File: src/rtl/weighted_rect_accum.sv
// Weighted rectangle accumulator: walks a weight ROM, multiplies each incoming rectangle sum by
// its weight and emits one feature sum per feature. CASCADE_ACC_SAT_EN selects saturating accumulation.
module weighted_rect_accum #(
    parameter int W_DATA    = 3,
    parameter int W_ADDR    = 8,
    parameter int N_ENTRIES = 136,
    parameter int W_SUM     = 18,
    parameter int W_ACC     = 24
) (
    input  logic              clk,
    input  logic              rst,
    input  logic              start,
    output logic              busy,
    output logic              done,
    output logic              rom_en,
    output logic [W_ADDR-1:0] rom_addr,
    input  logic [W_DATA-1:0] rom_data,
    input  logic              rect_valid,
    output logic              rect_ready,
    input  logic [W_SUM-1:0]  rect_sum,
    input  logic              rect_last,
    output logic              feat_valid,
    input  logic              feat_ready,
    output logic [W_ACC-1:0]  feat_sum,
    output logic [1:0]        dbg_state
);

    // Both handshakes transfer on a rising edge where valid and ready are both high; valid never
    // depends on ready, and feat_valid/feat_sum hold steady until feat_ready is seen.
    typedef enum logic [1:0] {IDLE, FETCH, WAIT, OUT} state_t;

    localparam int P_W = W_SUM + W_DATA + 1;
    localparam int X_W = ((P_W > W_ACC) ? P_W : W_ACC) + 1;
    localparam logic [W_ADDR-1:0] LAST_IDX = W_ADDR'(N_ENTRIES - 1);

    state_t              state_q, state_d;
    logic [W_ADDR-1:0]   cnt_q, cnt_d;
    logic [W_ACC-1:0]    acc_q, acc_d;
    logic [W_DATA-1:0]   weight_q, weight_d;
    logic                wait_first_q, wait_first_d;
    logic                exhausted_q, exhausted_d;
    logic [W_ADDR-1:0]   rom_addr_q, rom_addr_d;
    logic                done_q, done_d;
    logic [W_ACC-1:0]    feat_sum_q, feat_sum_d;

    logic [W_DATA-1:0]   w_eff;
    logic signed [P_W-1:0] prod;
    logic signed [X_W-1:0] sum_x;
    logic [W_ACC-1:0]    acc_sum;

`ifdef CASCADE_ACC_SAT_EN
    localparam logic signed [X_W-1:0] ACC_MAX = {{(X_W-W_ACC+1){1'b0}}, {(W_ACC-1){1'b1}}};
    localparam logic signed [X_W-1:0] ACC_MIN = {{(X_W-W_ACC+1){1'b1}}, {(W_ACC-1){1'b0}}};
`endif

    // ROM data arrives during the first WAIT cycle, so use it directly until it is registered.
    always_comb begin
        w_eff = wait_first_q ? rom_data : weight_q;
        prod  = P_W'($signed(rect_sum)) * P_W'($signed({1'b0, w_eff}));
        sum_x = X_W'($signed(acc_q)) + X_W'(prod);
`ifdef CASCADE_ACC_SAT_EN
        if (sum_x > ACC_MAX) begin
            acc_sum = W_ACC'(ACC_MAX);
        end else if (sum_x < ACC_MIN) begin
            acc_sum = W_ACC'(ACC_MIN);
        end else begin
            acc_sum = W_ACC'(sum_x);
        end
`else
        acc_sum = W_ACC'(sum_x);
`endif
    end

    always_comb begin
        state_d      = state_q;
        cnt_d        = cnt_q;
        acc_d        = acc_q;
        weight_d     = weight_q;
        wait_first_d = 1'b0;
        exhausted_d  = exhausted_q;
        rom_addr_d   = rom_addr_q;
        done_d       = 1'b0;
        feat_sum_d   = feat_sum_q;
        case (state_q)
            IDLE: begin
                if (start) begin
                    cnt_d       = '0;
                    acc_d       = '0;
                    exhausted_d = 1'b0;
                    state_d     = FETCH;
                end
            end
            FETCH: begin
                wait_first_d = 1'b1;
                state_d      = WAIT;
            end
            WAIT: begin
                if (wait_first_q) begin
                    weight_d = rom_data;
                end
                if (rect_valid) begin
                    acc_d = acc_sum;
                    cnt_d = cnt_q + 1'b1;
                    if (cnt_q == LAST_IDX) begin
                        exhausted_d = 1'b1;
                    end
                    if (rect_last || (cnt_q == LAST_IDX)) begin
                        feat_sum_d = acc_sum;
                        state_d    = OUT;
                    end else begin
                        state_d = FETCH;
                    end
                end
            end
            OUT: begin
                if (feat_ready) begin
                    acc_d = '0;
                    if (exhausted_q) begin
                        done_d  = 1'b1;
                        state_d = IDLE;
                    end else begin
                        state_d = FETCH;
                    end
                end
            end
            default: state_d = IDLE;
        endcase
        // The address register only moves when a fetch begins, so it never shows a past-end index.
        if (state_d == FETCH) begin
            rom_addr_d = cnt_d;
        end
    end

    always_ff @(posedge clk or negedge rst) begin
        if (!rst) begin
            state_q      <= IDLE;
            cnt_q        <= '0;
            acc_q        <= '0;
            weight_q     <= '0;
            wait_first_q <= 1'b0;
            exhausted_q  <= 1'b0;
            rom_addr_q   <= '0;
            done_q       <= 1'b0;
            feat_sum_q   <= '0;
        end else begin
            state_q      <= state_d;
            cnt_q        <= cnt_d;
            acc_q        <= acc_d;
            weight_q     <= weight_d;
            wait_first_q <= wait_first_d;
            exhausted_q  <= exhausted_d;
            rom_addr_q   <= rom_addr_d;
            done_q       <= done_d;
            feat_sum_q   <= feat_sum_d;
        end
    end

    assign busy       = (state_q != IDLE);
    assign done       = done_q;
    assign rom_en     = (state_q == FETCH);
    assign rom_addr   = rom_addr_q;
    assign rect_ready = (state_q == WAIT);
    assign feat_valid = (state_q == OUT);
    assign feat_sum   = feat_sum_q;
    assign dbg_state  = state_q;

endmodule

File: config.mk
export PLATFORM = sky130hd
export DESIGN_NAME = weighted_rect_accum
export DESIGN_NICKNAME = d
export VERILOG_FILES = /design/src/rtl/weighted_rect_accum.sv
export SDC_FILE = /design/constraint.sdc
export NUM_CORES = 1
export LEC_CHECK = 0
export CAP_MARGIN = 5
export CORE_ASPECT_RATIO = 1.2
export CORE_MARGIN = 1
export CORE_UTILIZATION = 35
export DETAILED_ROUTE_END_ITERATION = 6
export PLACE_DENSITY = 0.6
export SYNTH_ARGS = -nofsm -noshare
export SYNTH_HDL_FRONTEND = slang
export SYNTH_SLANG_ARGS = --single-unit
File: constraint.sdc
create_clock -name clk -period 11.34 [get_ports clk]
set_input_delay 1.134 -clock clk [delete_from_list [all_inputs] [get_ports clk]]
set_output_delay 1.134 -clock clk [all_outputs]
set_load 0.02 [all_outputs]
==> run summary, run 1 <==
The kind of path behind the tightest hold check is flip-flop to flip-flop. The final-report hold violation count came out at 0. The pin count of the biggest net entering global routing came out at 73. The detail-routed via count per cell is between 4 and 5. The portion of the post-synthesis area used by sequential elements came out at 0.3171.

The clock skew after layout came out at between 0.006 and 0.007 ns. The mapped netlist covers roughly 5700 µm². The overall overflow remaining after global route is 0. Measured along the y axis, the die boundary spans 141.6 µm.

The post-CTS resize count is 0. The number of antenna diodes in the final layout is 0. Sorting the synthesized cells by area gives the leading types as dfrtp_1, fa_1, ha_1. The critical hold path startpoint is feat_sum[6]. The standard cell area after detailed placement is ~6600 µm². The routed wirelength normalized by instance count came out at ~15 µm. The number of top-level pins came out at 66. The actual slew at the worst max-slew pin came out at ~0.93 ns. The run finished with clean final reports. The multi-input gate area in the final layout is roughly 3500 µm².

The slack of the worst reg-to-reg path is just under 7 ns. Of the cells placed in the final design, the portion with a size suffix greater than 1 is 0.06538. The critical path data arrival time is about 5.4 ns.

The number of max-cap violations is 0. The required arrival time at the worst endpoint came out at about 12 ns. The post-route antenna net violation count came out at 0.

CTS saw 72 sinks. The total via count in the routed design is 4400. Routability-driven placement finished with a final weighted congestion of about 0.86. Summing all flip-flop and latch instances after layout gives approximately 1800 µm². The aggregate global-route resource usage came out at 0.1696. The final HPWL from detailed placement is 9876 µm. The worst-skew pair later-pin latency is 0.34 ns. The largest fanout on the critical path is 19.

Dividing the final minimum period by the clock period gives 0.4529. The worst hold path terminates at feat_sum[6]. The number of buffers on the longest clock path came out at 2. Counting flops with a built-in enable in the synthesized netlist gives 0.

The number of buffers inserted by port buffering is 65. The highest attainable clock frequency came out at 0.1947 GHz. The synthesized area per cell came out at around 9.5 µm². The chip width is approximately 120 µm. Setup total negative slack on the finished layout was measured at 0 ns. The cell sitting at the root of the clock tree is a clkbuf_16. STA classifies the critical path endpoint as a flip-flop. The fraction of synthesized cell area taken by the top area cell type came out at 0.3171. For this run, the leading register cell type out of synthesis is dfrtp_1.

The worst hold path passes through 2 cells. The start of the worst register-to-register path is wait_first_q. The number of antenna violations at the first check in global routing is 0. The area of the core region came out at around 16000 µm².

The number of placement rows came out at 50. The TritonCTS clock tree is done. The worst setup path is of the input pin to flip-flop kind. The number of synthesized register bits is 72. The final design area excluding fillers came out at 6900 µm². The number of cells produced by synthesis is roughly 600. The layout has roughly 1600 filler cells. The number of cells on the worst reg-to-reg path came out at 16. STA classifies the critical path startpoint as an input pin.

The final critical path time including I/O delays and setup came out at just over 5 ns. The layout-stage area growth over the synthesis result came out at 21.45%. The die area is ~17000 µm².

The clock slew seen by the registers of the worst setup and hold paths is roughly 0.070 ns. The number of hold buffers added after CTS was 0. In this run the worst setup path begins at rom_data[1].

The total wirelength of the detailed-routed design is between 10000 and 15000 µm. For this run, design rule violations remaining after detail routing come to 0. The maximum level of the CTS H-tree came out at 3. Leaving out fill and tap cells, the most frequent cells in the layout are inv_1, dfrtp_1, nand2_1.

The endpoint identified for the worst register-to-register timing path is feat_sum[21]. dfrtp_1 takes more of the synthesized area than any other cell. Setup repair after global routing left no endpoint under its margin.

The most common library cell in the layout ignoring fill and taps is inv_1. The number of pins exceeding their max-slew limit in the final report is 0. After clock tree synthesis, the setup repair step added 0 buffers.

The count of distinct cell types in the synthesized netlist came out at 46. The share of async-settable or async-resettable flops after synthesis came out at 1.000. The pre-antenna-repair detailed-routing pass consisted of 4 iterations. The number of nets at the end of the flow is ~800.

The starting density of the core came out at 0.3604. The worst relative slew slack came out at 0.3813. Synthesis produced a netlist with a net count of a little over 700.

The total clock buffers created by CTS came out at 9. The number of setup violations in the final report is 0. The Yosys warning count came out at 0. The via count of the first global-routing pass came out at 4624.

The violation count after the first detailed-route iteration is 195. The first global-routing pass estimated 22560 µm of wire.
[through the flow]
step	hold slack, ns	instances	utilization	setup slack, ns
2_1_floorplan	0.4492	601	-	6.131
3_3_place_gp	0.4643	865	0.4169	5.944
3_5_place_dp	0.4651	865	0.4169	5.874
4_1_cts	0.4862	881	0.4377	6.215
5_1_grt	0.5136	881	0.4377	5.885
6_report	0.4812	881	0.4377	6.204
[sequential cells by signal, indices dropped and copies added, names as in the netlist]
name,cells
feat_sum,24
exhausted_q,1
wait_first_q,1
weight_q,3
acc_q,24
cnt_q,8
dbg_state,2
rom_addr,8
done,1
[Yosys cell counts (2+ instances only)]
cell / n
buf_2: 2
nand4_1: 4
a211oi_1: 7
xnor2_1: 12
nor2_1: 19
ha_1: 48
a21o_1: 9
mux2_2: 16
nand4b_1: 2
o211ai_1: 2
nand2_1: 67
clkbuf_1: 13
o21a_1: 4
nand3_1: 2
o21ai_1: 3
and2_1: 3
dfrtp_1: 72
and4_1: 2
a22o_1: 20
o21ai_0: 37
fa_1: 39
xor2_1: 10
inv_1: 90
mux2i_1: 3
a21oi_1: 27
nor3_1: 2
nor2b_1: 56
and3_1: 5
a31oi_1: 2
nand2b_1: 5
o21bai_1: 3
[worst max-delay path, stage by stage]
cell and delay (ns):
clkdlybuf4s50_1 0.41, mux2i_1 0.14, buf_4 0.26, nor2b_1 0.08, ha_1 0.32, fa_1 0.55
inv_1 0.05, fa_1 0.50, inv_1 0.04, ha_1 0.35, a211oi_1 0.33, a32oi_1 0.18
and3_1 0.21, o21ai_1 0.18, o21ai_0 0.17, xor2_1 0.17, mux2_2 0.27
[final cells by class]
| class | instances | share of cell area |
|---|---|---|
| clock buffer | 9 | 0.03264 |
| inverter | 90 | 0.04896 |
| clock inverter | 7 | 0.01487 |
| tap | 208 | 0.03772 |
| multi-input combinational | 423 | 0.5032 |
| timing repair buffer | 72 | 0.1015 |
| sequential | 72 | 0.2611 |
[layer usage]
metal,up-vias,track usage,share of wire
met4,0,0.05938,0.018
met3,17,0.02733,0.027
li1,2118,-,-
met2,70,0.3015,0.51
met5,-,0,0
met1,2195,0.2075,0.45
[how the worst max path moves through the flow]
| stage | endpoint | slack [ns] | depth (start not counted) |
|---|---|---|---|
| finish | feat_sum[21] | 6.20 | 17 |
| global route | acc_q[23] | 5.88 | 17 |
| CTS | feat_sum[21] | 6.21 | 17 |
| detailed placement | feat_sum[21] | 5.87 | 17 |
| global placement | feat_sum[22] | 5.94 | 17 |
| floorplan | feat_sum[18] | 6.13 | 17 |
[cell families after synthesis]
kind of cell	count (synthesis)	synth area share
buffers and inverters	106	0.07179
DFF	72	0.3171
xor gates and xnor gates	23	0.03788
muxes	20	0.03964
and+or+nand+nor	170	0.1511
adders and majority gates	87	0.2431
AOI/OAI and AO/OA	123	0.1394
Power of run 1 is not shown: default switching activity piles up to over one toggle a cycle in this logic, so the estimate is an artifact.
==> run 2: changes to the inputs <==
- PLACE_DENSITY: 0.6 -> 0.62
- clock period: 11.34 -> 4.43 ns (I/O delays scaled with it)
==> run summary, run 2 (synthesis gave the netlist of run 1 again) <==
The run finished with clean final reports. The number of nets at the end of the flow was 841 (+7.5%). The sequential standard cell area is 1803 µm² (about the same). Timing would allow up to about 0.23 GHz. The total via count in the routed design came to 4604 (+4.6%).

The die area is 16750 µm² (unchanged). The tree is rooted in a clkbuf_16. The number of max-cap violations is 0 (unchanged). The die boundary height came out at 141.6 µm (unchanged). The total wirelength of the detailed-routed design was 14420 µm (+9.3%).

The clock skew after layout came to 0.009650 ns (+0.002765 ns). The placer's final routability congestion estimate is 0.8663 (+0.76%). The actual slew at the worst max-slew pin is 0.9612 ns (+0.03314 ns). The first-pass GRT wire length came to 23690 µm (+5.0%). The number of placement rows came out at 50 (unchanged). The area growth from synthesis to layout is 34.13%. The number of top-level pins is 66 (unchanged). The number of antenna violations at the first check in global routing came out at 0 (unchanged). The critical path data arrival time is 4.54 ns (-0.82 ns). The kind of end point of the critical path is a flip-flop.

The worst setup path is of the flip-flop to flip-flop kind. The final period utilization came out at 0.9722. The number of setup violations in the final report came out at 0 (unchanged). The worst relative slew slack is 0.3592 (-0.02209). The total iterations of the first detailed-routing run came out at 4 (unchanged). The fraction of layout instances using a drive strength above 1 came out at 0.1872 (+0.1218).

The clock slew seen by the registers of the worst setup and hold paths is 0.07 ns (about the same). The total clock buffers created by CTS is 9 (unchanged). The TritonCTS clock tree is done. The pin count of the biggest net entering global routing is 73 (unchanged). The number of buffers on the longest clock path is 2 (unchanged).

The starting density of the core came to 0.3604 (unchanged). The required arrival time at the worst endpoint was 4.66 ns (-6.91 ns). The clock net sink count is 72 (unchanged).

The antenna cell count came out at 0 (unchanged). The number of buffers inserted by port buffering is 65 (unchanged). The multi-input gate area in the final layout came out at 3700 µm² (+6.6%). The detail-routed via count per cell was 4.898 (-1.9%). The largest fanout on the critical path is 7 (-12).

The overall overflow remaining after global route is 0 (unchanged). The chip width is 118.3 µm (unchanged). The violation count after the first detailed-route iteration is 195 (unchanged). In the layout the commonest cells are inv_1, dfrtp_1, nand2_1.

The post-route antenna net violation count is 0 (unchanged). The library cell used most frequently in the layout, excluding fill and tap cells, is inv_1. The area of the core region came out at 15770 µm² (unchanged). The final critical path time including I/O delays and setup came out at about 4.3 ns. STA classifies the critical path startpoint as a flip-flop. The aggregate global-route resource usage came out at 0.1776 (+0.008051). The number of pins exceeding their max-slew limit in the final report is 0 (unchanged). The number of remaining DRC errors came out at 0 (unchanged). The routed wirelength normalized by instance count came out at 15.34 µm (+2.5%).

The worst hold slack is 0.2090 ns (-0.2722 ns). The number of filler cells placed in the layout is 1484 (-4.6%). The count of hold buffers inserted by post-cts repair was 0 (unchanged). The kind of path behind the tightest hold check is input pin to asynchronous set/reset pin. The maximum level of the CTS H-tree came out at 3 (unchanged). The final HPWL from detailed placement came out at 10420 µm (+5.5%). The worst-skew pair later-pin latency came out at 0.35 ns (about the same). The via count of the first global-routing pass came to 4889 (+5.7%).

The final-report hold violation count is 0 (unchanged).
-- run 2: changes by cell type in the layout (fill, tap and decap cells not counted), sizes merged --
cell           delta
buf              +58
clkbuf            +1
clkdlybuf4s50     -1
clkinv            -2
clkinvlp          +1
dlymetal6s2s      +1
inv               +1
-- run 2: through the flow --
step / TNS [ns] / worst slack (ns) / util / instance area [µm²] / std cells
floorplan: -0.005857 / -0.002845 / - / 5685 / 601
global placement: -2.692 / -0.2664 / 0.4413 / 6957 / 914
detailed placement: -5.195 / -0.3746 / 0.4413 / 6957 / 914
CTS: 0 / 0.01624 / 0.4632 / 7302 / 930
global route: -0.2862 / -0.07696 / 0.4834 / 7621 / 940
finish: 0 / 0.1234 / 0.4834 / 7621 / 940
-- run 2: path summary, 6_finish.rpt --
path / endpoint / slack, ns / startpoint / cells after the start
min: acc_q[12] / 0.21 / rst / 1
max in group asynchronous: wait_first_q / 3.50 / rst / 1
min reg2reg: feat_sum[5] / 0.48 / feat_sum[5] / 2
max: feat_sum[19] / 0.12 / wait_first_q / 18
min in group clk: feat_sum[5] / 0.48 / feat_sum[5] / 2
max reg2reg: feat_sum[19] / 0.12 / wait_first_q / 18
-- run 2: layout make-up --
cell class                      instances  area share
Sequential cell                        72      0.2366
Tap cell                              208     0.03415
Timing Repair Buffer                  131      0.1558
Clock inverter                          7     0.01412
Inverter                               90     0.04433
Clock buffer                            9     0.02955
Multi-Input combinational cell        423      0.4855
-- run 2: metal layers --
metal  up-vias  routed length (µm)  GRT usage
li1       2233                   -          -
met1      2271                6411     0.2207
met2        84                7278     0.3164
met3        16                 520    0.02693
met4         0                 213    0.05533
met5         -                   0          0
-- run 2: worst max-delay path, cell delays in order (launching register included) --
cell and delay, ns:
dfrtp_2 0.42, buf_6 0.14, mux2i_4 0.26, buf_6 0.14
clkbuf_16 0.14, nor2b_1 0.05, ha_1 0.26, inv_1 0.05
fa_1 0.55, inv_1 0.06, fa_1 0.54, ha_4 0.24
a21oi_1 0.11, o21ai_0 0.13, nand3b_1 0.25, o21ai_2 0.28
o21bai_1 0.14, xnor2_1 0.16, mux2_2 0.26
-- run 2: timing repair --
action | 4_1_cts | 5_1_grt
setup endpoints to repair | 10 | 18
gates resized for setup | 5 | 44
pin swaps | 0 | 28
endpoints found under the hold margin | 0 | 0
cloned | 0 | 2
buffers inserted | 0 | 8
Power of run 2 is left out for the same reason.
